===== src/rtl/seq_alu_pkg.sv =====
// Shared constants for the sequential ALU: operation codes (also used by the
// ALU control decoder) and FSM state encodings.
package seq_alu_pkg;

  localparam logic [3:0] ALU_ADD = 4'b0000;
  localparam logic [3:0] ALU_OR  = 4'b0001;
  localparam logic [3:0] ALU_SLL = 4'b0010;
  localparam logic [3:0] ALU_SRL = 4'b0011;
  localparam logic [3:0] ALU_SUB = 4'b0100;

  typedef enum logic {
    ST_IDLE  = 1'b0,
    ST_SHIFT = 1'b1
  } state_t;

  function automatic logic is_shift(input logic [3:0] op);
    return (op == ALU_SLL) || (op == ALU_SRL);
  endfunction

endpackage


===== src/rtl/seq_alu_shifter.sv =====
// Iterative one-bit-per-cycle shifter: accumulator, down-counter and
// direction latch. 'load' captures the operand, amount and direction,
// 'step' shifts once and decrements, 'last' flags the final step.
// 'shifted' is the accumulator after one more shift, so the caller can
// capture the finished value on the same edge as the last step.
module seq_alu_shifter #(
  parameter int unsigned DATA_WIDTH  = 32,
  parameter int unsigned SHAMT_WIDTH = 5
) (
  input  logic                   clk,
  input  logic                   reset,
  input  logic                   load,
  input  logic                   step,
  input  logic [DATA_WIDTH-1:0]  data,
  input  logic [SHAMT_WIDTH-1:0] amount,
  input  logic                   right,
  output logic [DATA_WIDTH-1:0]  shifted,
  output logic                   last
);

  logic [DATA_WIDTH-1:0]  acc;
  logic [SHAMT_WIDTH-1:0] count;
  logic                   dir_right;

  // One-bit shift of the accumulator in the latched direction (zero fill).
  always_comb begin
    shifted = '0;
    if (dir_right) shifted = {1'b0, acc[DATA_WIDTH-1:1]};
    else           shifted = {acc[DATA_WIDTH-2:0], 1'b0};
  end

  assign last = (count == SHAMT_WIDTH'(1));

  // Accumulator, counter and direction latch.
  always_ff @(posedge clk or negedge reset) begin
    if (!reset) begin
      acc       <= '0;
      count     <= '0;
      dir_right <= 1'b0;
    end else if (load) begin
      acc       <= data;
      count     <= amount;
      dir_right <= right;
    end else if (step) begin
      acc       <= shifted;
      count     <= count - SHAMT_WIDTH'(1);
    end
  end

endmodule


===== src/rtl/seq_alu.sv =====
// Sequential ALU with start/done handshake. ADD/OR/SUB finish in one cycle;
// SLL/SRL iterate one bit per cycle through seq_alu_shifter.
// Build option: define SEQ_ALU_BARREL_SHIFT_EN to replace the iterative
// shifter with a single-cycle barrel shifter (busy_o then tied low).
module seq_alu
  import seq_alu_pkg::*;
#(
  parameter int unsigned DATA_WIDTH  = 32,
  parameter int unsigned SHAMT_WIDTH = 5
) (
  input  logic                  clk,
  input  logic                  reset,
  input  logic                  start_i,
  input  logic [3:0]            alu_operation_i,
  input  logic [DATA_WIDTH-1:0] a_i,
  input  logic [DATA_WIDTH-1:0] b_i,
  output logic [DATA_WIDTH-1:0] result_o,
  output logic                  zero_o,
  output logic                  busy_o,
  output logic                  done_o
);

  logic [SHAMT_WIDTH-1:0] shamt;
  logic [DATA_WIDTH-1:0]  alu_value;
  logic [DATA_WIDTH-1:0]  result_next;
  logic                   done_next;
  logic [DATA_WIDTH-1:0]  result;
  logic                   zero;
  logic                   done;

  assign shamt = b_i[SHAMT_WIDTH-1:0];

  // Single-cycle datapath. In the iterative build this only sees shifts
  // with a zero amount, which pass operand A through unchanged.
  always_comb begin
    alu_value = '0;
    case (alu_operation_i)
      ALU_ADD: alu_value = a_i + b_i;
      ALU_OR:  alu_value = a_i | b_i;
      ALU_SUB: alu_value = a_i - b_i;
`ifdef SEQ_ALU_BARREL_SHIFT_EN
      ALU_SLL: alu_value = a_i << shamt;
      ALU_SRL: alu_value = a_i >> shamt;
`else
      ALU_SLL: alu_value = a_i;
      ALU_SRL: alu_value = a_i;
`endif
      default: alu_value = '0;
    endcase
  end

`ifdef SEQ_ALU_BARREL_SHIFT_EN

  // Every accepted request completes at the edge that samples it.
  always_comb begin
    done_next   = start_i;
    result_next = alu_value;
  end

  assign busy_o = 1'b0;

`else

  state_t                state;
  state_t                state_next;
  logic                  load;
  logic                  step;
  logic                  shift_req;
  logic [DATA_WIDTH-1:0] shifted;
  logic                  last;

  assign shift_req = is_shift(alu_operation_i) && (shamt != '0);

  seq_alu_shifter #(
    .DATA_WIDTH  (DATA_WIDTH),
    .SHAMT_WIDTH (SHAMT_WIDTH)
  ) u_shifter (
    .clk     (clk),
    .reset   (reset),
    .load    (load),
    .step    (step),
    .data    (a_i),
    .amount  (shamt),
    .right   (alu_operation_i == ALU_SRL),
    .shifted (shifted),
    .last    (last)
  );

  // FSM state register.
  always_ff @(posedge clk or negedge reset) begin
    if (!reset) state <= ST_IDLE;
    else        state <= state_next;
  end

  // Next state, shifter control and completion; start_i is ignored in SHIFT.
  always_comb begin
    state_next  = state;
    load        = 1'b0;
    step        = 1'b0;
    done_next   = 1'b0;
    result_next = '0;
    case (state)
      ST_IDLE: begin
        if (start_i) begin
          if (shift_req) begin
            load       = 1'b1;
            state_next = ST_SHIFT;
          end else begin
            done_next   = 1'b1;
            result_next = alu_value;
          end
        end
      end
      ST_SHIFT: begin
        step = 1'b1;
        if (last) begin
          state_next  = ST_IDLE;
          done_next   = 1'b1;
          result_next = shifted;
        end
      end
      default: state_next = ST_IDLE;
    endcase
  end

  assign busy_o = (state == ST_SHIFT);

`endif

  // Output registers: result/zero only move on the completing edge.
  always_ff @(posedge clk or negedge reset) begin
    if (!reset) begin
      result <= '0;
      zero   <= 1'b1;
      done   <= 1'b0;
    end else begin
      done <= done_next;
      if (done_next) begin
        result <= result_next;
        zero   <= (result_next == '0);
      end
    end
  end

  assign result_o = result;
  assign zero_o   = zero;
  assign done_o   = done;

endmodule


===== config.mk =====
export PLATFORM = sky130hd
export DESIGN_NAME = seq_alu
export DESIGN_NICKNAME = d
export VERILOG_FILES = /design/src/rtl/seq_alu_pkg.sv /design/src/rtl/seq_alu_shifter.sv /design/src/rtl/seq_alu.sv
export SDC_FILE = /design/constraint.sdc
export NUM_CORES = 1
export LEC_CHECK = 0
export ABC_AREA = 1
export CAP_MARGIN = 5
export CORE_MARGIN = 2
export CORE_UTILIZATION = 52
export DETAILED_ROUTE_END_ITERATION = 6
export PLACE_DENSITY = 0.79
export SETUP_SLACK_MARGIN = 0.3
export SLEW_MARGIN = 20
export SYNTH_ARGS = -nofsm -noshare
export SYNTH_HDL_FRONTEND = slang
export SYNTH_HIERARCHICAL = 1
export SYNTH_SLANG_ARGS = --single-unit

===== constraint.sdc =====
create_clock -name clk -period 2 [get_ports clk]
set_clock_uncertainty 0.2 [all_clocks]
set_input_delay 0.6 -clock clk [delete_from_list [all_inputs] [get_ports clk]]
set_output_delay 0.6 -clock clk [all_outputs]
set_load 0.02 [all_outputs]

==> impl_metrics.ini, run 1 <==
[status]
status = stopped before the end
lastStage = global routing
tool.error = [ERROR DPL-0038] Utilization greater than 100%, impossible to legalize

[floorplanning]
initial_core_util = 0.525
dieWidth_um = 127
die_h_um = 127
ioPinCount = 106
rows = 45

[yosys]
synth_most_common_cell = nand2_1
yosys_warnings = 6
synth_cells = 1367
synth_area_leader_cell = nand2_1
syn-cell-area_um2 = 7890
syn-num-nets = 1475
synth_seq_cells = 73
syn_avg_cell_area_um2 = 5.77
synth-compound-area-share = 0.0761
yosysUniqueCellTypes = 49
synthMuxAreaShare = 0
yosys.area_share.simple = 0.484
synth_fa_ha_area_frac = 0.0596
synth_top_area_share = 0.290
seq_area_frac_synth = 0.232
yosys-top-cells-area = nand2_1 29%, dfrtp_1 23%, nand3_1 7.9%
ys_top_cells_by_count = 609 x nand2_1, 159 x inv_1, 125 x nand3_1, 99 x nor2_1, 72 x dfrtp_1
synth_top_family_by_area = simple AND/OR/NAND/NOR gates
synthFlopType = dfrtp_1
synth_xor_area_frac = 0.0333
async_flop_share = 1.00
synth_edf_count = 0

[clock_tree]
numCtsBuffers = 9
hold_buffers = 0
numClockSinks = 73
cts_max_level = 3
clock_path_buffers = 2
root_buffer = clkbuf_16

[global_route]
grt_max_degree = 34

[place]
gp_congestion = 1.03
place_hpwl_um = 24700
placed_area_um2 = 11400
io_buffers = 105

[sta]
grt_worst_setup_endpoint = zero_o$_DFFE_PN1P_/D
worst-ep-kind = register input
-- metrics by stage --
| stage | hold WS (ps) | instances | TNS, ps | worst slack (ps) |
|---|---|---|---|---|
| 4_1_cts | 4.59 | 1973 | -57880 | -2210 |
| 3_5_place_dp | 268 | 1886 | -107610 | -2850 |
| 3_3_place_gp | 257 | 1886 | -104620 | -2790 |
| 2_1_floorplan | 104 | 1367 | -35320 | -1630 |
-- logic make-up after synthesis --
kind of cell               count (synthesis)
and+or+nand+nor                          906
buffers and inverters                    214
AOI/OAI and AO/OA                        107
DFF                                       73
adders and majority gates                 37
xor gates and xnor gates                  30
-- timing repair --
item | in CTS
resized for setup | 462
gates cloned | 10
buffers inserted | 61
endpoints found under the setup margin | 108
pin swaps | 137
==> inputs of run 2 (changes only) <==
Settings changed: CORE_UTILIZATION 52 to 40, PLACE_DENSITY 0.79 to not set, PLACE_DENSITY_LB_ADDON set to 0.15, SETUP_SLACK_MARGIN 0.3 to not set.
Clock period 2 ns to 2.6 ns, I/O delays scaled along.
==> impl_metrics.ini, run 2 <==
[clock_tree]
cts.clk_slew.worst_paths_ps = 60
root_buffer = clkbuf_16
tritoncts = yes
cts_max_level = 3
numCtsBuffers = 9
clock_path_buffers = 2
clk_latency_ps = 340
numClockSinks = 73

[yosys]
synth_most_common_cell = nand2_1
synthFlopType = dfrtp_1
yosys-top-cells-area = nand2_1 29%, dfrtp_1 23%, nand3_1 7.9%
synth_top_area_share = 0.290
yosys_warnings = 6
yosysUniqueCellTypes = 49
seq_area_frac_synth = 0.232
ys_top_cells_by_count = 609 x nand2_1, 159 x inv_1, 125 x nand3_1, 99 x nor2_1, 72 x dfrtp_1
synth_area_leader_cell = nand2_1
synth_seq_cells = 73
syn_avg_cell_area_um2 = 5.77
syn-num-nets = 1475
syn-cell-area_um2 = 7890
synth_edf_count = 0
async_flop_share = 1.00
synth_cells = 1367

[worst_setup_path]
crit_buf_inv = 5
crit_path_frequent_cell = nand2_2
crit_fanout = 4
cp-end-kind = register
cp.arrival_ps = 4120
path_class = in2reg
slowest_stage = ha_1
cp-start-kind = input pin
max_stage_delay_ps = 380
required_ps = 2630
reg2regPathDepth = 17
path_delay_family = simple AND/OR/NAND/NOR gates
worstSetupPathDepth = 28

[sta]
maxSlewViolCount = 0
timing.hold.ws_ps = 160
maxSlewHeadroom = 0.653
rsz0062_at_grt = true
finalHoldViolations = 0
worst_pin_slew_ps = 521
min_period_ps = 4100
finalCritPeriodShare = 1.58
setup_slack_ps = -1500
fmaxAchievable_ghz = 0.244
finalSetupViolCount = 70

[floorplanning]
dieWidth_um = 144
rows = 51
core_um2 = 19400
die-area_um2 = 20900
ioPinCount = 106
die_h_um = 144
initial_core_util = 0.407

[cells_and_area]
layout_common_cells = 424 x nand2_1, 264 x buf_4, 138 x nand2_2
nets = 1877
final_common_cell = nand2_1
synthToLayoutAreaGrowth_pct = 81.3
drive_gt1_frac = 0.447
insertedDiodeCount = 0

[route]
routedWlPerCell_um = 18.2
vias_per_cell = 5.30
ant_nets = 0
drtPass1Iterations = 7
dr.first_iter.drc_count = 1038
drc = 0
vias = 10798
drt_wl_total_um = 37100

[power_and_ir_drop]
p_leak_nw = 7.68
ir_drop_mv = 0.418
p_per_area_nw_per_um2 = 607
p_total_mw = 8.68

[global_route]
track_usage = 0.333
grt_overflow = 0
grt_pass1_wl_um = 53500
grt_pass1_vias = 10086
antenna_found_initial = 0
grt_max_degree = 45

[status]
violations = setup timing
status = complete, but fails checks

[place]
io_buffers = 105
place_hpwl_um = 24700
gp_congestion = 0.999

[flow_run]
maxCapViolations = 0

[worst_hold_path]
hp-class = in2async
==> run 2: cell counts after synthesis <==
Identical to the previous run, type by type.
==> run 2: logic make-up (layout without fill, tap and decap cells) <==
logic type | Yosys count | in the layout | synth area share
DFF | 73 | 73 | 0.232
xor gates and xnor gates | 30 | 30 | 0.0333
adders and majority gates | 37 | 37 | 0.0596
and+or+nand+nor | 906 | 907 | 0.484
buffers and inverters | 214 | 620 | 0.115
AOI/OAI and AO/OA | 107 | 107 | 0.0761
==> run 2: layout make-up <==
| class | instances | area (um^2) |
|---|---|---|
| Clock inverter | 6 | 68.8 |
| Clock buffer | 10 | 229 |
| Tap cell | 265 | 332 |
| Multi-Input combinational cell | 1081 | 7100 |
| Timing Repair Buffer | 426 | 4030 |
| Fill cell | 1516 | 5090 |
| Sequential cell | 73 | 1830 |
| Inverter | 178 | 719 |
==> run 2: final timing paths <==
kind | from | end | slack (ps)
max reg2reg | u_shifter/count[0]$_DFFE_PN0P_ | zero_o$_DFFE_PN1P_ | -50
max | b_i[0] | result_o[30]$_DFFE_PN0P_ | -1500
max in group asynchronous | reset | zero_o$_DFFE_PN1P_ | 1390
min | reset | u_shifter/count[1]$_DFFE_PN0P_ | 160
min in group clk | result_o[8]$_DFFE_PN0P_ | result_o[8]$_DFFE_PN0P_ | 270
min reg2reg | result_o[8]$_DFFE_PN0P_ | result_o[8]$_DFFE_PN0P_ | 270
==> run 2: through the flow <==
stage           util  instances  cell area, um^2  setup slack [ps]  setup TNS [ps]
5_1_grt        0.738       2039            14300             -1720          -47480
3_5_place_dp   0.583       1947            11300             -2470          -76100
3_3_place_gp   0.583       1947            11300             -2500          -74280
2_1_floorplan      -       1367             8200             -1210          -19850
4_1_cts        0.684       2024            13300             -1490          -49460
6_report       0.738       2039            14300             -1500          -39350
==> run 2: repair_timing <==
action / CTS / global route
endpoints found under the setup margin: 71 / 73
resized for setup: 323 / 238
pin swaps: 109 / 108
buffers inserted: 53 / 23
cloned: 12 / 6
hold buffers: 0 / 0
==> run 2: report_power, final <==
part           total (mW)  switching [mW]  internal [mW]  leakage, nW
sequential           1.96           0.406           1.56        0.973
combinational        5.48            3.09           2.39         6.56
clock                1.24           0.493          0.746        0.143
==> run 2: routing by layer <==
metal / part of all wire / track usage / vias to the layer above / wire length (um)
li1: - / - / 5074 / -
met1: 0.41 / 0.450 / 5002 / 15100
met2: 0.45 / 0.543 / 566 / 16900
met3: 0.082 / 0.0457 / 156 / 3060
met4: 0.057 / 0.125 / 0 / 2130
met5: 0 / 0 / - / 0
(Power assumes the default switching activity.)
==> inputs of run 3 (changes only) <==
Settings changed: CAP_MARGIN 5 to 20, CORE_ASPECT_RATIO set to 1.4, CORE_UTILIZATION 40 to 34.
==> impl_metrics.ini, run 3 (same netlist as run 2, synthesis figures left out) <==
[place]
dp.cells = 1981
gp_congestion = 0.954
place_ws_ps = -2420
io_buffers = 105
place_hpwl_um = 24700

[floorplanning]
die_h_um = 184
dieWidth_um = 133
rows = 66
ioPinCount = 106
die-area_um2 = 24500
core_um2 = 23000
initial_core_util = 0.343

[route]
routedWlPerCell_um = 15.4
dr.first_iter.drc_count = 594
vias = 9982
drt_wl_total_um = 31800
vias_per_cell = 4.84
drtPass1Iterations = 5
met1_length_um = 14100
top_layer = met4
met2_length_um = 15600
route.met3.wl_um = 1100
ant_nets = 0
drc = 0

[cells_and_area]
seqCellArea_um2 = 1830
synthToLayoutAreaGrowth_pct = 67.8
final_common_cell = nand2_1
insertedDiodeCount = 0
final_cells = 2062
nets = 1859
layout_common_cells = 509 x nand2_1, 265 x buf_4, 140 x inv_1
drive_gt1_frac = 0.367
num-fill-cells = 2248
multi_input_area_um2 = 6470

[clock_tree]
cts.clk_slew.worst_paths_ps = 60
clk_latency_ps = 330
numCtsBuffers = 9
hold_buffers = 0
numClockSinks = 73
cts_max_level = 3
root_buffer = clkbuf_16
tritoncts = yes
clock_path_buffers = 2

[sta]
finalSetupViolCount = 32
fmaxAchievable_ghz = 0.249
finalHoldViolations = 0
setup_slack_ps = -1420
finalCritPeriodShare = 1.55
min_period_ps = 4020
rsz0062_at_grt = true
maxSlewHeadroom = 0.664
maxSlewViolCount = 0
worst_pin_slew_ps = 505

[worst_setup_path]
cp-end-kind = register
required_ps = 2680
cp-start-kind = input pin
max_stage_delay_ps = 370
rr_startpoint = u_shifter/count[1]$_DFFE_PN0P_
reg2regPathDepth = 18
path_class = in2reg
cp.arrival_ps = 4090
crit_path_frequent_cell = nand2_1
crit_path_start = b_i[0]
slowest_stage = ha_1
crit_fanout = 4

[global_route]
grt_max_degree = 53
track_usage = 0.256
grt_pass1_wl_um = 49800
grt_overflow = 0
antenna_found_initial = 0
grt_pass1_vias = 9789

[worst_hold_path]
hp-class = in2async

[flow_run]
maxCapViolations = 0

[status]
violations = setup timing
status = complete, but fails checks

[power_and_ir_drop]
p_total_mw = 7.33
ir_drop_mv = 0.422
p_leak_nw = 7.03
p_per_area_nw_per_um2 = 553
-- run 3: cell count changes in the layout (fill, tap and decap cells not counted), moves of 6 or more --
cell       delta
buf_16        -9
clkbuf_16     -6
nand2_1      +85
nand2_2      -51
nand2_4      -34
nand3_1      +32
nand3_2      -29
-- run 3: metrics by stage --
step	util	instance area, um^2	setup TNS, ps	hold slack, ps
6_report	0.575	13200	-28150	143
5_1_grt	0.575	13200	-33930	162
4_1_cts	0.547	12600	-29740	147
3_5_place_dp	0.490	11300	-80370	259
3_3_place_gp	0.490	11300	-79810	256
2_1_floorplan	-	8200	-19850	265
-- run 3: critical path, delay by kind of cell --
| family | cells | cell delay (ps) |
|---|---|---|
| AND/OR/NAND/NOR | 20 | 1900 |
| adder cells (fa/ha/maj) | 2 | 500 |
| AO/OA/AOI/OAI | 3 | 420 |
| buffers and inverters | 3 | 330 |
| XOR/XNOR | 1 | 170 |
-- run 3: final cells by class --
type / instances / area share
inverters: 178 / 0.0532
clock inverters: 4 / 0.00340
multi-input cells: 1081 / 0.488
well taps: 306 / 0.0289
repair buffers: 408 / 0.270
flip-flops and latches: 73 / 0.138
clock buffers: 12 / 0.0179
-- run 3: per-layer routing --
metal,vias to the layer above,track usage
li1,5041,-
met2,238,0.453
met4,0,0.0822
met1,4642,0.335
met3,61,0.00908
met5,-,0
-- run 3: final timing paths --
path / to / slack (ps)
worst min-delay path: u_shifter/count[2]$_DFFE_PN0P_ / 140
worst min register to register: result_o[22]$_DFFE_PN0P_ / 270
worst max-delay path: zero_o$_DFFE_PN1P_ / -1420
max in group asynchronous: zero_o$_DFFE_PN1P_ / 1430
min in group clk: result_o[22]$_DFFE_PN0P_ / 270
worst max register to register: zero_o$_DFFE_PN1P_ / 100
-- run 3: power by group --
group | switching (mW) | internal, mW
Combinational | 2.42 | 1.86
Clock | 0.443 | 0.738
Sequential | 0.306 | 1.56
-- run 3: what timing repair did --
action                                  4_1_cts  5_1_grt
endpoints found under the setup margin       71       71
cloned                                        1        0
pin swaps                                    82       59
buffers inserted                             47       24
gates resized for setup                     224      138
==> inputs of run 4 (changes only) <==
Settings changed: TNS_END_PERCENT set to 1.
==> impl_metrics.ini, run 4 (same netlist as run 2, synthesis figures left out) <==
[clock_tree]
clock_path_buffers = 2
hold_buffers = 0
numCtsBuffers = 9
tritoncts = yes
numClockSinks = 73
cts.clk_slew.worst_paths_ps = 60
cts_max_level = 3
clk_latency_ps = 330
root_buffer = clkbuf_16

[floorplanning]
rows = 66
die-area_um2 = 24500
die_h_um = 184
core_um2 = 23000
dieWidth_um = 133
initial_core_util = 0.343
ioPinCount = 106

[sta]
min_period_ps = 4370
maxSlewHeadroom = 0.647
fmaxAchievable_ghz = 0.229
worst_pin_slew_ps = 530
finalCritPeriodShare = 1.68
finalSetupViolCount = 70
timing.hold.ws_ps = 142
rsz0062_at_grt = true
setup_slack_ps = -1770
maxSlewViolCount = 0
finalHoldViolations = 0

[place]
dp.cells = 1998
gp_congestion = 0.967
place_hpwl_um = 24700
io_buffers = 105

[worst_setup_path]
reg2reg_slack_ps = 110
path_delay_family = simple AND/OR/NAND/NOR gates
max_stage_delay_ps = 380
path_class = in2reg
cp-end-kind = register
required_ps = 2670
crit_fanout = 4
slowest_stage = ha_1
cp.arrival_ps = 4440
crit_path_frequent_cell = nand2_1
cp-start-kind = input pin
crit_buf_inv = 3

[cells_and_area]
num-fill-cells = 2442
synthToLayoutAreaGrowth_pct = 46.3
insertedDiodeCount = 0
final_cells = 2017
nets = 1814
layout_common_cells = 602 x nand2_1, 255 x buf_4, 158 x inv_1
drive_gt1_frac = 0.218
fin_util = 0.501
final_common_cell = nand2_1

[route]
ant_nets = 0
vias = 9541
drtPass1Iterations = 5
vias_per_cell = 4.73
dr.first_iter.drc_count = 650
routedWlPerCell_um = 14.4
drt_wl_total_um = 29000
drc = 0

[global_route]
grt_pass1_vias = 9001
grt_max_degree = 53
antenna_found_initial = 0
track_usage = 0.238
grt_pass1_wl_um = 46400
grt_overflow = 0

[power_and_ir_drop]
pwr-share-seq = 0.277
p_per_area_nw_per_um2 = 580
pwr-share-comb = 0.551
p_sw_frac = 0.428
switchingPower_mw = 2.86
ir_drop_mv = 0.415
clockPowerShare = 0.171
p_int_mw = 3.83
p_leak_nw = 6.41
p_total_mw = 6.70

[worst_hold_path]
hp-class = in2async

[status]
violations = setup timing
status = complete, but fails checks

[flow_run]
maxCapViolations = 0
==> run 4: final cells by class <==
cell class | count | area, um^2 | share of cell area
clock inverters | 3 | 17.5 | 0.00152
flip-flops and latches | 73 | 1830 | 0.158
well taps | 306 | 383 | 0.0332
inverters | 178 | 671 | 0.0581
repair buffers | 364 | 3050 | 0.264
clock buffers | 13 | 260 | 0.0225
multi-input cells | 1080 | 5340 | 0.463
==> run 4: final timing paths <==
path | startpoint | end | depth (start not counted)
worst max-delay path | b_i[0] | zero_o$_DFFE_PN1P_ | 30
worst min-delay path | reset | result_o[1]$_DFFE_PN0P_ | 1
worst max register to register | u_shifter/count[0]$_DFFE_PN0P_ | zero_o$_DFFE_PN1P_ | 17
worst min register to register | result_o[8]$_DFFE_PN0P_ | result_o[8]$_DFFE_PN0P_ | 2
max in group asynchronous | reset | zero_o$_DFFE_PN1P_ | 2
min in group clk | result_o[8]$_DFFE_PN0P_ | result_o[8]$_DFFE_PN0P_ | 2
==> run 4: power by group through the flow <==
stage | Combinational, mW | Sequential (mW) | Clock, mW
6_report | 3.69 | 1.86 | 1.15
4_1_cts | 3.67 | 1.86 | 1.17
2_1_floorplan | 1.94 | 2.04 | 0
5_1_grt | 4.10 | 1.91 | 1.22
3_5_place_dp | 3.64 | 1.87 | 0
3_3_place_gp | 3.62 | 1.87 | 0
==> run 4: through the flow <==
| step | TNS (ps) | worst slack, ps | instance area [um^2] |
|---|---|---|---|
| 5_1_grt | -53550 | -2060 | 11500 |
| 6_report | -39440 | -1770 | 11500 |
| 3_3_place_gp | -79800 | -2490 | 11100 |
| 4_1_cts | -39380 | -1810 | 11400 |
| 2_1_floorplan | -24990 | -1360 | 7890 |
| 3_5_place_dp | -82350 | -2520 | 11100 |
==> run 4: repair_timing <==
item | in CTS | in global routing
resized for setup | 24 | 29
endpoints found under the setup margin | 71 | 71
setup buffers | 1 | 2
pin swaps | 6 | 3
==> run 4: layer usage <==
| layer | track usage | share of wire |
|---|---|---|
| met5 | 0 | 0 |
| met4 | 0.0641 | 0.019 |
| met3 | 0.0157 | 0.038 |
| met2 | 0.409 | 0.48 |
| met1 | 0.323 | 0.47 |
